===== src/rtl/cpu_run_ctrl.sv =====
// rtl/cpu_run_ctrl.sv - run/halt/single-step/breakpoint sequencer for the single-cycle core
//
// Purpose: issues a registered one-cycle cpu_en strobe per instruction to execute.
//   The core runs on clk and updates PC, RF and DM only while cpu_en is high.
//
// Optional feature: define CPU_RUN_CTRL_LIMIT_EN to add a free-run instruction budget.
//   The budget is RUN_LIMIT instructions per entry into RUN.
//   When it is used up, the next tick breaks with halt_cause=10.
//
// Ports:
//   clk        in   system clock, rising edge
//   rst        in   synchronous active-high reset
//   tick       in   divider pulse, execution rate while running
//   run_sw     in   level, 1 requests free run
//   step_btn   in   debounced level, rising edge requests one instruction
//   bp_en      in   breakpoint enable
//   bp_addr    in   breakpoint instruction index
//   pc         in   current instruction index from fetch
//   cpu_en     out  one-cycle execute strobe (registered)
//   state_o    out  00 HALT, 01 RUN, 10 STEP, 11 BREAK
//   halt_cause out  00 manual/none, 01 breakpoint, 10 limit
//   retired    out  count of cpu_en pulses since reset, wraps
module cpu_run_ctrl #(
    parameter int          PC_W      = 8,
    parameter int          CNT_W     = 16,
    parameter logic [15:0] RUN_LIMIT = 16'd100
) (
    input  logic             clk,
    input  logic             rst,
    input  logic             tick,
    input  logic             run_sw,
    input  logic             step_btn,
    input  logic             bp_en,
    input  logic [PC_W-1:0]  bp_addr,
    input  logic [PC_W-1:0]  pc,
    output logic             cpu_en,
    output logic [1:0]       state_o,
    output logic [1:0]       halt_cause,
    output logic [CNT_W-1:0] retired
);

    typedef enum logic [1:0] {
        ST_HALT  = 2'b00,
        ST_RUN   = 2'b01,
        ST_STEP  = 2'b10,
        ST_BREAK = 2'b11
    } state_e;

    localparam logic [1:0] CAUSE_NONE  = 2'b00;
    localparam logic [1:0] CAUSE_BP    = 2'b01;
    localparam logic [1:0] CAUSE_LIMIT = 2'b10;

    state_e           state_q, state_d;
    logic [1:0]       cause_q, cause_d;
    logic             cpu_en_q, cpu_en_d;
    logic [CNT_W-1:0] retired_q, retired_d;
    logic             step_q;

    logic step_edge;
    logic bp_hit;
    logic limit_hit;

    assign step_edge = step_btn & ~step_q;
    // The breakpoint is only acted on when an instruction would otherwise issue.
    assign bp_hit    = tick & bp_en & (pc == bp_addr);

`ifdef CPU_RUN_CTRL_LIMIT_EN
    logic [15:0] run_cnt_q, run_cnt_d;

    // Counts instructions issued in the current free-run session only.
    // STEP strobes are issued from the STEP state, so they never count here.
    always_comb begin
        run_cnt_d = run_cnt_q;
        if (state_d == ST_RUN && state_q != ST_RUN) begin
            run_cnt_d = 16'd0;
        end else if (state_q == ST_RUN && cpu_en_d) begin
            run_cnt_d = run_cnt_q + 16'd1;
        end
    end

    always_ff @(posedge clk) begin
        if (rst) begin
            run_cnt_q <= 16'd0;
        end else begin
            run_cnt_q <= run_cnt_d;
        end
    end

    assign limit_hit = tick & (run_cnt_q == RUN_LIMIT);
`else
    logic unused_limit;
    assign unused_limit = ^RUN_LIMIT;
    assign limit_hit    = 1'b0;
`endif

    always_comb begin
        state_d   = state_q;
        cause_d   = cause_q;
        cpu_en_d  = 1'b0;
        retired_d = retired_q + {{(CNT_W-1){1'b0}}, cpu_en_q};

        unique case (state_q)
            ST_HALT: begin
                if (run_sw) begin
                    state_d = ST_RUN;
                    cause_d = CAUSE_NONE;
                end else if (step_edge) begin
                    state_d  = ST_STEP;
                    cpu_en_d = 1'b1;
                end
            end
            ST_RUN: begin
                if (!run_sw) begin
                    state_d = ST_HALT;
                    cause_d = CAUSE_NONE;
                end else if (bp_hit) begin
                    state_d = ST_BREAK;
                    cause_d = CAUSE_BP;
                end else if (limit_hit) begin
                    state_d = ST_BREAK;
                    cause_d = CAUSE_LIMIT;
                end else if (tick) begin
                    cpu_en_d = 1'b1;
                end
            end
            ST_STEP: begin
                // The step strobe is already out; this cycle only picks the follow-on state.
                state_d = run_sw ? ST_RUN : ST_HALT;
            end
            ST_BREAK: begin
                // Leaving a break to resume execution always goes through a step,
                // so the breakpoint instruction itself gets executed.
                if (step_edge) begin
                    state_d  = ST_STEP;
                    cpu_en_d = 1'b1;
                end else if (!run_sw) begin
                    state_d = ST_HALT;
                end
            end
            default: begin
                state_d = ST_HALT;
            end
        endcase
    end

    always_ff @(posedge clk) begin
        if (rst) begin
            state_q   <= ST_HALT;
            cause_q   <= CAUSE_NONE;
            cpu_en_q  <= 1'b0;
            retired_q <= '0;
            step_q    <= 1'b0;
        end else begin
            state_q   <= state_d;
            cause_q   <= cause_d;
            cpu_en_q  <= cpu_en_d;
            retired_q <= retired_d;
            step_q    <= step_btn;
        end
    end

    assign cpu_en     = cpu_en_q;
    assign state_o    = state_q;
    assign halt_cause = cause_q;
    assign retired    = retired_q;

endmodule

===== config.mk =====
export PLATFORM = sky130hd
export DESIGN_NAME = cpu_run_ctrl
export DESIGN_NICKNAME = d
export VERILOG_FILES = /design/src/rtl/cpu_run_ctrl.sv
export SDC_FILE = /design/constraint.sdc
export NUM_CORES = 1
export LEC_CHECK = 0
export CORE_MARGIN = 3
export CORE_UTILIZATION = 42
export DETAILED_ROUTE_END_ITERATION = 16
export PLACE_DENSITY_LB_ADDON = 0.25
export SETUP_SLACK_MARGIN = 0.05
export SYNTH_ARGS = -nofsm -noshare
export SYNTH_HDL_FRONTEND = slang
export SYNTH_SLANG_ARGS = --single-unit

===== constraint.sdc =====
create_clock -name clk -period 4.15 [get_ports clk]
set_clock_uncertainty 0.2 [all_clocks]
set_input_delay 0.6225 -clock clk [delete_from_list [all_inputs] [get_ports clk]]
set_output_delay 0.6225 -clock clk [all_outputs]
set_load 0.05 [all_outputs]

== After elaboration in Yosys (flattened, before gate mapping) ==
Cells that the tools add are included.
Cells by class
  multiply operators: 0
  shift-type cells: 0
  multiplexer cells: 18
  eq/ne operators: 8
  add/sub/neg operators: 1
  reduce and logical (&&, ||, !) cells: 4
  div/mod/pow operators: 0
  magnitude comparators: 0
  bitwise gates (word level): 4
Operators with widths (number)
  $mux 2: 9
  $add 16x1->16: 1
  $ne 3x3->1 const B: 3
  $eq 8x8->1: 1
  $pmux 2 s4: 1
  $mux 1: 6
  $reduce_and 3->1: 2
  $eq 2x2->1 const B: 2
  $pmux 2 s2: 1
  $and 1x1->1: 3
  $pmux 1 s3: 1
  $eq 2x1->1 const B: 1
  $logic_not 2->1: 1
  $ne 2x2->1 const B: 1
  $reduce_bool 2->1: 1
  $not 1->1: 1
Word-level totals
  latch bits: 0
  ROM bits: 0
  memory bits (writable): 0
  output and inout bits: 21
  input bits: 22
  memories: 0
  word-level logic and storage cells: 40
  flip-flop bits (word level): 22

== Depth between registers and ports, before layout ==
  depth after elaboration: 5
  gate-level depth with buffers: 6

== Worst setup path before layout ==
OpenSTA, ideal clock, no wires.
  path kind: register to register
  start point: reg retired_q[0] (netlist: retired[0])
  end point: reg retired_q[15] (netlist: retired[15])
  setup time: 125 ps
  arrival: 1579 ps
  setup slack: 2246 ps
  clock period less this slack: 1904 ps
  required time: 3825 ps
  cell stages (with the launch flop): 7
  path buffers: 1
  path through: dfxtp_1 ha_1 and2_1 clkbuf_1 nand4_4 o211ai_1 o31ai_1
On the way
  cells in the longest elaborated chain, start to end: 1
Ends and longest elaborated chain
  start, declared: RTL line 56  | logic [CNT_W-1:0] retired_q, retired_d;
  start signal, assigned: RTL line 157  | retired_q <= retired_d;
  $add 16x1->16: RTL line 100  | retired_d = retired_q + {{(CNT_W-1){1'b0}}, cpu_en_q};
Every way passes these cells.
A chain may end at the register's enable or synchronous reset.

== Worst setup path after layout ==
  start point: reg retired_q[2] (netlist: retired[2])
  end point: out retired[2]
RTL lines
  end, declared: RTL line 39  | output logic [CNT_W-1:0] retired
No word-level cell between the ends.

==> summary.txt <==
Status
  • Status: complete, no violations

Clocking
  • Resized cells post-CTS: 0
  • CTS Hold Bufs: 0
  • Worst-path clk slew: 110 ps
  • Setup Fix Bufs, Post-CTS: 0
  • CTS tree: done
  • CTS Root Cell: clkbuf_4
  • Clock Path Buffers: 2
  • Cts bufs inserted: 3
  • Worst-Skew Late Latency: 300 ps
  • Clk sink count: 21
  • Number of H-tree levels: 1

Timing
  • Final min period: 2405 ps
  • RSZ-0062 raised after global routing: false
  • Setup WS post-layout: 1745 ps
  • Max Fclk: 415.9 MHz
  • Slew Limit Headroom: 50.76%
  • Fin crit share: 57.94%
  • Fin Setup TNS: 0 ps
  • Hold Vio Cnt, Final: 0
  • Final Max Tran Viols: 0
  • Worst slew pin tran: 736.2 ps
  • Final setup violation count: 0

Floorplanning
  • Chip height: 55.85 um
  • Die area: 3119 um^2
  • Core ar.: 2276 um^2
  • Initial Util: 45.85%
  • Die Wd: 55.85 um
  • Row Count: 17
  • Boundary pin count: 43

Worst hold path
  • Hold Crit Endpoint: halt_cause[0]
  • Hold Crit Class: reg -> reg
  • Hold Crit Depth: 2
  • Worst hold start: halt_cause[0]

Finish
  • Layout cell share with drive strength beyond 1: 6.579%
  • Ant diodes: 0
  • Area delta synth->final: 41.97%
  • Final net count: 177

GRT
  • Largest net degree at the start of global routing: 23
  • Vias in the first global route: 839
  • Antenna violations before repair: 0
  • Total gr overflow: 0
  • First-pass GRT wire length: 3636 um
  • Total GRT Usage: 14.80%

Critical path
  • WP data required: 3330 ps
  • CP Class: reg -> out
  • Worst R2R End: retired[14]
  • WP buf/inv: 1
  • Beginning of the worst register-to-register path: cpu_en
  • CP Capture Type: output pin
  • CP arrival: 1580 ps
  • Slowest stage delay, CP: 840 ps
  • Crit. Startpoint: retired[2]
  • R2r worst-path depth: 5
  • Crit-path max FO: 6
  • Crit path max-delay family: buffers and inverters
  • Critical-path cell list: clkdlybuf4s50_1
  • Reg2reg setup slack: 2580 ps
  • CP Launch Type: flip-flop
  • Slowest CP cell: clkdlybuf4s50_1

Placed design
  • Placer Congestion: 0.8368
  • PortBufs: 41
  • HPWL after DPL: 1774 um
  • Place WS: 1650 ps

Power
  • Worst VDD drop: 128.4 uV
  • Clock share of power: 27.0%
  • Internal: 271.8 uW
  • Cell Pwr Density: 242.0 nW/um^2
  • Switching power: 86.72 uW
  • Switching Fraction: 24.19%
  • Part of the power in combinational logic: 15.5%
  • Reg power frac: 57.5%
  • Leak: 0.5736 nW

Synth
  • Synthesized area: 1044 um^2
  • Ys async rst share: 0%
  • Syn Area/Cell: 9.317 um^2
  • Seq/Total Area, Yosys: 40.29%
  • Warnings from Yosys: 0
  • Synthesized instance count: 112
  • Register bit total from synthesis: 21
  • Number of synthesized flops with an enable pin: 0
  • Distinct cell type count after synthesis: 34
  • Post-Syn Nets: 136
  • Main flop type after synthesis: dfxtp_1

Routing
  • Met3 wire len: 115 um
  • DRC viols: 0
  • Via count: 912
  • Met1 Wirelength: 920 um
  • Top layer in use: met4
  • First DRT Iteration DRCs: 16
  • Met2 WL: 1148 um
  • Final WL: 2233 um
  • DR WL/cell: 12.41 um
  • DR pass1 iterations: 4
  • Post-DRT Antenna Nets: 0
  • Via-to-Cell Ratio: 5.067

Job
  • Number of max-cap violations: 0
-- synthesized netlist by cell type, types with 2 or more instances --
cell | n | share of area, %
clkbuf_1 | 2 | 0.72
nand3_1 | 4 | 1.9
nand4_4 | 2 | 4.1
dfxtp_1 | 21 | 40
nand2_1 | 6 | 2.2
nand4_1 | 5 | 3.0
nor3_1 | 2 | 0.96
ha_1 | 2 | 2.4
o211ai_1 | 2 | 1.4
inv_1 | 3 | 1.1
and3_1 | 2 | 1.2
xnor2_1 | 7 | 5.9
and2_1 | 2 | 1.2
or2_2 | 2 | 1.2
xor2_1 | 14 | 12
nor2b_1 | 3 | 1.8
o31ai_1 | 2 | 1.4
o21ai_0 | 2 | 0.96
nor2_1 | 14 | 5.0
-- power groups by stage --
stage | clock network, mW | logic (mW) | registers, mW
after floorplan | 0 | 0.0201 | 0.218
after global placement | 0 | 0.0545 | 0.211
after detailed placement | 0 | 0.0556 | 0.211
after CTS | 0.102 | 0.0559 | 0.206
after global routing | 0.111 | 0.0597 | 0.207
final | 0.0969 | 0.0554 | 0.206
-- registers in the layout, indices dropped and copies added, names as in the netlist --
name / flops
retired: 16
cpu_en: 1
step_q: 1
halt_cause: 1
state_o: 2
-- kinds of logic (layout without fill, tap and decap cells) --
family	Yosys count	in the layout	share of synthesized area, %
xor gates and xnor gates	21	21	17.63
other	1	1	0.3594
AOI/OAI and AO/OA	12	12	8.513
DFF	21	21	40.29
and+or+nand+nor	47	47	26.50
adders and majority gates	2	2	2.398
buffers and inverters	8	48	4.316
-- layout by cell type (no fill, tap or decap), drive strengths merged --
cell type      Yosys  final
and2               2      2
nand2              6      6
and3               2      2
nand3              4      4
nor2b              3      3
a41o               1      1
o21ai              2      2
or2                2      2
nor3               2      2
o31ai              2      2
nor2              14     14
o211ai             2      2
a21oi              2      2
xnor2              7      7
dfxtp             21     21
conb               1      1
o311a              1      1
nand2b             1      1
or4                1      1
clkbuf             2      4
ha                 2      2
and4               2      2
nand4              7      7
xor2              14     14
clkdlybuf4s50      0     41
or3                1      1
o41ai              1      1
inv                3      3
o22ai              1      1
-- worst max path at each step --
stage / end / depth (start not counted)
3_3_place_gp: halt_cause[0] / 3
3_5_place_dp: halt_cause[0] / 3
4_1_cts: retired[2] / 1
2_1_floorplan: retired[15] / 6
5_1_grt: retired[2] / 1
6_report: retired[2] / 1
-- per-stage QoR --
step | power [mW] | hold slack (ps) | area, um^2 | std cells | utilization, %
after floorplan | 0.2379 | 438.9 | 1044 | 112 | -
after CTS | 0.3641 | 316.0 | 1481 | 180 | 65.09
final | 0.3585 | 308.0 | 1481 | 180 | 65.09
after global placement | 0.2651 | 288.5 | 1455 | 176 | 63.94
after detailed placement | 0.2664 | 295.0 | 1455 | 176 | 63.94
after global routing | 0.3776 | 353.0 | 1481 | 180 | 65.09
-- area by class of cell --
class / count / area (um^2)
Fill cell: 189 / 794.5
Multi-Input combinational cell: 83 / 578.1
Sequential cell: 21 / 420.4
Timing Repair Buffer: 41 / 410.4
Tap cell: 28 / 35.03
Clock buffer: 4 / 26.28
Inverter: 3 / 11.26
-- metal layers --
layer  global-route usage [%]  up-vias
met5                        0        -
met4                    8.475        0
met3                    3.248        5
met2                    25.68       26
met1                    16.55      415
li1                         -      466
Note: power is estimated with default switching activity, not from simulation.
